--- src/rtl/pipelined_adder.sv ---
// WIDTH-bit pipelined adder: STAGES chunk-adders with registered carry ripple and valid/ready flow control.
// Optional subtraction port enabled by defining PIPELINED_ADDER_SUB_EN.
module pipelined_adder #(
  parameter int unsigned WIDTH  = 32,
  parameter int unsigned STAGES = 4
) (
  input  logic             clk,
  input  logic             rst_n,
  input  logic             in_valid,
  output logic             in_ready,
  input  logic [WIDTH-1:0] a,
  input  logic [WIDTH-1:0] b,
  input  logic             c_in,
`ifdef PIPELINED_ADDER_SUB_EN
  input  logic             sub,
`endif
  output logic             out_valid,
  input  logic             out_ready,
  output logic [WIDTH-1:0] sum,
  output logic             carry_out,
  output logic             overflow
);

  localparam int unsigned CHUNK = WIDTH / STAGES;
  localparam int unsigned OPS   = (STAGES > 1) ? STAGES - 1 : 1;

  if ((STAGES == 0) || (WIDTH % STAGES != 0)) begin : g_bad_cfg
    $error("pipelined_adder: WIDTH must be a non-zero multiple of STAGES");
  end

  logic                          advance;
  logic [WIDTH-1:0]              b_eff;
  logic                          cin_eff;

  logic [STAGES-1:0]             valid_q, valid_d;
  logic [STAGES-1:0]             carry_q, carry_d;
  logic [STAGES-1:0][WIDTH-1:0]  sum_q, sum_d;
  logic [OPS-1:0][WIDTH-1:0]     a_q, a_d;
  logic [OPS-1:0][WIDTH-1:0]     b_q, b_d;
  logic                          ovf_q, ovf_d;

  logic [STAGES-1:0][WIDTH-1:0]  op_a, op_b, op_s;
  logic [STAGES-1:0]             op_c, op_v;
  logic [STAGES-1:0][CHUNK:0]    add_r;
  logic                          msb_cin;

  // Subtraction folds into the datapath as a + ~b + 1 before stage 0.
  always_comb begin
`ifdef PIPELINED_ADDER_SUB_EN
    b_eff   = sub ? ~b : b;
    cin_eff = sub ? 1'b1 : c_in;
`else
    b_eff   = b;
    cin_eff = c_in;
`endif
  end

  always_comb begin
    advance  = !(valid_q[STAGES-1] && !out_ready);
    in_ready = advance;
  end

  // Operand skew registers shift right each stage, so the active chunk is always in the low bits.
  always_comb begin
    op_a[0] = a;
    op_b[0] = b_eff;
    op_c[0] = cin_eff;
    op_s[0] = '0;
    op_v[0] = in_valid;
    for (int unsigned k = 1; k < STAGES; k++) begin
      op_a[k] = a_q[k-1];
      op_b[k] = b_q[k-1];
      op_c[k] = carry_q[k-1];
      op_s[k] = sum_q[k-1];
      op_v[k] = valid_q[k-1];
    end
    for (int unsigned k = 0; k < STAGES; k++) begin
      add_r[k] = {1'b0, op_a[k][CHUNK-1:0]} + {1'b0, op_b[k][CHUNK-1:0]}
               + (CHUNK+1)'(op_c[k]);
    end
    msb_cin = op_a[STAGES-1][CHUNK-1] ^ op_b[STAGES-1][CHUNK-1] ^ add_r[STAGES-1][CHUNK-1];
  end

  // Partial sums enter from the top and shift down, landing aligned after the last stage.
  always_comb begin
    valid_d = valid_q;
    carry_d = carry_q;
    sum_d   = sum_q;
    a_d     = a_q;
    b_d     = b_q;
    ovf_d   = ovf_q;
    if (advance) begin
      for (int unsigned k = 0; k < STAGES; k++) begin
        valid_d[k] = op_v[k];
        carry_d[k] = add_r[k][CHUNK];
        sum_d[k]   = (op_s[k] >> CHUNK)
                   | (WIDTH'(add_r[k][CHUNK-1:0]) << (WIDTH - CHUNK));
      end
      for (int unsigned k = 0; k + 1 < STAGES; k++) begin
        a_d[k] = op_a[k] >> CHUNK;
        b_d[k] = op_b[k] >> CHUNK;
      end
      ovf_d = msb_cin ^ add_r[STAGES-1][CHUNK];
    end
  end

  always_ff @(posedge clk or negedge rst_n) begin
    if (!rst_n) begin
      valid_q <= '0;
      carry_q <= '0;
      sum_q   <= '0;
      a_q     <= '0;
      b_q     <= '0;
      ovf_q   <= 1'b0;
    end else begin
      valid_q <= valid_d;
      carry_q <= carry_d;
      sum_q   <= sum_d;
      a_q     <= a_d;
      b_q     <= b_d;
      ovf_q   <= ovf_d;
    end
  end

  always_comb begin
    out_valid = valid_q[STAGES-1];
    sum       = sum_q[STAGES-1];
    carry_out = carry_q[STAGES-1];
    overflow  = ovf_q;
  end

endmodule

--- config.mk ---
export PLATFORM = sky130hd
export DESIGN_NAME = pipelined_adder
export DESIGN_NICKNAME = d
export VERILOG_FILES = /design/src/rtl/pipelined_adder.sv
export SDC_FILE = /design/constraint.sdc
export NUM_CORES = 1
export LEC_CHECK = 0
export CORE_MARGIN = 5
export CORE_UTILIZATION = 31
export DETAILED_ROUTE_END_ITERATION = 16
export PLACE_DENSITY_LB_ADDON = 0.12
export SYNTH_ARGS = -nofsm -noshare
export SYNTH_HDL_FRONTEND = slang
export SYNTH_SLANG_ARGS = --single-unit
--- constraint.sdc ---
create_clock -name clk -period 4.27 [get_ports clk]
set_clock_uncertainty 0.1 [all_clocks]
set_input_delay 1.281 -clock clk [delete_from_list [all_inputs] [get_ports clk]]
set_output_delay 1.281 -clock clk [all_outputs]
set_load 0.05 [all_outputs]
# After elaboration in Yosys (flattened, before gate mapping)
# Index checks and enable logic that the tools add are counted.
# totals
output_inout_bits	36
in_bits	69
regBits	209
word_cells	30
# classes
n_bitwise	6
n_reduce_logical	3
n_addsub	8
# ops
cell	n
$or 24x32->32	3
$add 8x8->9	4
$add 9x1->9	4
$xor 1x1->1	3
$logic_not 1->1	2
$logic_and 1x1->1	1

# Logic depth before layout (Yosys ltp)
# depth
ltp_word	4
depth_mapped	8
ltp_nobuf	8

# Worst setup path before layout
# No wires, ideal clock.
# synth_path
path_kind	input to output
from	in out_ready
to	out in_ready
path_buffers	3
slack_ns	0.915
arrival_ns	1.974
required_time_ns	2.889
path_stages	5
cell_sequence	nor2b_1 > buf_2 > inv_2 > buf_2 > buf_2
# synth_via
elab_chain_len	3
# synth_rtl
item	line_no	text
start, declared	18	input logic out_ready,
$logic_not 1->1	59	advance = !(valid_q[STAGES-1] && !out_ready);
$logic_and 1x1->1	59	
$logic_not 1->1	59	
end, declared	10	output logic in_ready,
# Every way passes these cells.

# Worst setup path in the final report
# Same ends and word-level chain as after synthesis.

==> results.yml <==
synthesis:
  synth_top_cell_by_area: "sky130_fd_sc_hd__dfrtp_1"
  synthArstFlopShare: 1.000
  yosys.area_share.adder: 0.06322
  yosys_warnings: 0
  synth_seq_cells: 185
  post_synth_and_or_nand_nor_area_fraction: 0.2482
  synth_top_family_by_area: "simple AND/OR/NAND/NOR gates"
  mapped_nets: 1000
  synth.top_cells.by_area: "sky130_fd_sc_hd__dfrtp_1 (57%), sky130_fd_sc_hd__nand2_1 (22%), sky130_fd_sc_hd__ha_1 (4.3%), sky130_fd_sc_hd__buf_2 (2.2%), sky130_fd_sc_hd__fa_1 (2.0%)"
  synth_largest_type_area_fraction: 0.5733
  synth_cell_types: 30
  synthesis.instances: 895
  synth_ff_type: "sky130_fd_sc_hd__dfrtp_1"
  post_synth_xor_area_fraction: 0.02386
  muxShareOfSynthArea: 0.001394
  synth_enable_flop_cells: 0
  synth_area_sq_um: 8075
  synth_seq_area_share: 0.5733
  synthesis.area_per_instance_sq_um: 9.023
  synth_compound_area_frac: 0.05981
clock_network:
  cts.hold.buffers_added: 0
  clk_pin_slew_ns: 0.07
  clock_tree_from_tritoncts: "done"
  tritoncts.num_buffers: 17
  cts-resized-gates: 0
  cts.htree.levels: 4
  clock_sinks: 185
  cts_buffer_depth: 2
  clock_latency_reported_for_the_late_side_of_the_worst_skew_pair_ns: 0.42
  post_cts.repair.setup_buffers: 0
  clock_tree.root_cell: "sky130_fd_sc_hd__clkbuf_16"
floorplan:
  fp.dieArea_sq_um: 29380
  row_count: 59
  die_outline_width_microns: 171.4
  num_io_pins: 105
  core_area_sq_um: 25840
  effective_utilization_at_floorplan: 0.3125
  die-height_microns: 171.4
timing:
  timing.setup.tns_ns: 0
  max_freq_mhz: 281.6
  setup_violations: 0
  period_share: 0.8318
  report.final.slew_viol_count: 0
  worst_pin_slew_ns: 0.9073
  period_needed_ns: 3.552
  rsz0062_at_grt: "false"
  finalHoldViolCount: 0
  timing.max_slew.rel_slack: 0.3952
route:
  wirelength_met1_microns: 9849
  routed.top_layer: "met4"
  met3_wirelength_microns: 645
  remaining_drc_errors: 0
  first_pass_iters: 4
  drt-initial-drc-count: 400
  detail_route.wirelength_microns: 17290
  via_count: 5614
  post_drt_wl_per_cell_microns: 13.00
  postRouteAntennaNets: 0
  routed-wl-met2_microns: 6600
  via_per_inst: 4.221
flow_run:
  max-cap-violations: 0
place:
  place_congestion: 0.7343
  port_buffers: 104
  dp_hpwl_microns: 11200
worst_setup_path:
  end_kind: "output port"
  cells_along_the_critical_path: "clkdlybuf4s50_1 > nor2b_4 > inv_6 > buf_4"
  critical_path.startpoint_type: "primary input"
  cp_data_arrival_time_ns: 2.17
  crit_path_top_delay_cell: "sky130_fd_sc_hd__clkdlybuf4s50_1"
  worst-setup-path-type: "in2out"
  slowest_delay_ns: 0.44
  worstPathRequired_ns: 2.89
  crit_path_max_fanout: 2
finish:
  mostFrequentLayoutCells: "sky130_fd_sc_hd__nand2_1 (481), sky130_fd_sc_hd__dfrtp_1 (185), sky130_fd_sc_hd__clkdlybuf4s50_1 (102)"
  layout_commonest_cell: "sky130_fd_sc_hd__nand2_1"
  multi_input_comb_area_sq_um: 3209
  post_route_cells_drive_above_1_share: 0.05327
  fillers: 2687
  final_util: 0.3897
  area_growth_pct: 24.68
  n_antenna_cell: 0
  seq_area_sq_um: 4629
  final_net_count: 1087
global_route:
  grt-ovfl-total: 0
  global_route_wire_length_before_repair_microns: 29570
  grt_pass1_vias: 5576
  grt_max_degree: 188
  grt_antenna_before_repair: 0
  gr-usage-all-layers: 0.1243
power_and_ir_drop:
  power_density_nw_per_um2: 789.2
  vdd_ir_drop_max_v: 0.0005342
  static-leakage-power_nw: 5.018
hold_path:
  min-delay-path-class: "reg2reg"
outcome:
  outcome: "complete, no violations"
[through the flow]
stage | area [sq um] | hold slack, ns | setup WS (ns) | power, mW | std cells
after global placement | 9425 | 0.3466 | 0.5397 | 6.300 | 1298
final | 10070 | 0.3604 | 0.7183 | 7.946 | 1330
after CTS | 10070 | 0.3638 | 0.7073 | 8.084 | 1330
after global routing | 10070 | 0.3846 | 0.6907 | 8.629 | 1330
after floorplan | 8075 | 0.3300 | 0.9155 | 5.322 | 895
after detailed placement | 9425 | 0.3472 | 0.5026 | 6.341 | 1298
[cells in the mapped netlist (2+ instances only)]
cell	count
sky130_fd_sc_hd__nand3_1	2
sky130_fd_sc_hd__a21oi_1	15
sky130_fd_sc_hd__o21ai_1	23
sky130_fd_sc_hd__ha_1	28
sky130_fd_sc_hd__xnor2_1	15
sky130_fd_sc_hd__nand2_1	481
sky130_fd_sc_hd__a211oi_1	3
sky130_fd_sc_hd__nor3_1	6
sky130_fd_sc_hd__nor2b_1	2
sky130_fd_sc_hd__inv_1	11
sky130_fd_sc_hd__a21oi_2	7
sky130_fd_sc_hd__fa_1	8
sky130_fd_sc_hd__clkbuf_1	5
sky130_fd_sc_hd__and3b_1	3
sky130_fd_sc_hd__a31oi_1	6
sky130_fd_sc_hd__o31ai_1	3
sky130_fd_sc_hd__dfrtp_1	185
sky130_fd_sc_hd__o21bai_1	7
sky130_fd_sc_hd__a21o_1	8
sky130_fd_sc_hd__nor2_1	26
sky130_fd_sc_hd__buf_2	36
sky130_fd_sc_hd__xor2_1	7
[logic make-up after synthesis]
| logic type | after synthesis |
|---|---|
| AO/OA/AOI/OAI | 75 |
| XOR/XNOR | 22 |
| buffers and inverters | 53 |
| flip-flops | 185 |
| adder cells (fa/ha/maj) | 36 |
| multiplexers | 1 |
| AND/OR/NAND/NOR | 523 |
[state kept, by name, indices dropped and copies added (netlist names)]
| name | count |
|---|---|
| a_q | 48 |
| b_q | 48 |
| op_s | 48 |
| sum | 32 |
| carry_q | 4 |
| valid_q | 4 |
| overflow | 1 |
[routing by layer]
metal	up-vias	GRT usage
li1	2989	-
met1	2533	0.2030
met2	81	0.1618
met3	11	0.02597
met4	0	0.03617
met5	-	0
[power breakdown]
part	leakage [nW]	switching (mW)	internal [mW]
Clock	0.316	0.740	0.968
Combinational	2.47	2.04	1.24
Sequential	2.23	0.446	2.51
[final timing paths]
path / startpoint / end / slack, ns / cells after the start
hold reg to reg: valid_q[2] / valid_q[3] / 0.36 / 1
setup reg to reg: carry_q[2] / overflow / 1.75 / 8
hold / removal: valid_q[2] / valid_q[3] / 0.36 / 1
min in group asynchronous: rst_n / sum[2] / 0.77 / 1
setup / recovery: out_ready / in_ready / 0.72 / 4
max in group asynchronous: rst_n / sum[27] / 2.40 / 2
[cell type report]
cell class	count	share of cell area
flip-flops and latches	185	0.4598
multi-input cells	657	0.3188
repair buffers	109	0.1110
clock buffers	18	0.04362
well taps	335	0.04163
clock inverters	14	0.02026
inverters	12	0.004971
[critical path: cells and delay by family]
| kind | cells | cell delay (ns) |
|---|---|---|
| buffers and inverters | 3 | 0.68 |
| AND/OR/NAND/NOR | 1 | 0.20 |
No activity file was read; power rests on OpenSTA's default activity.
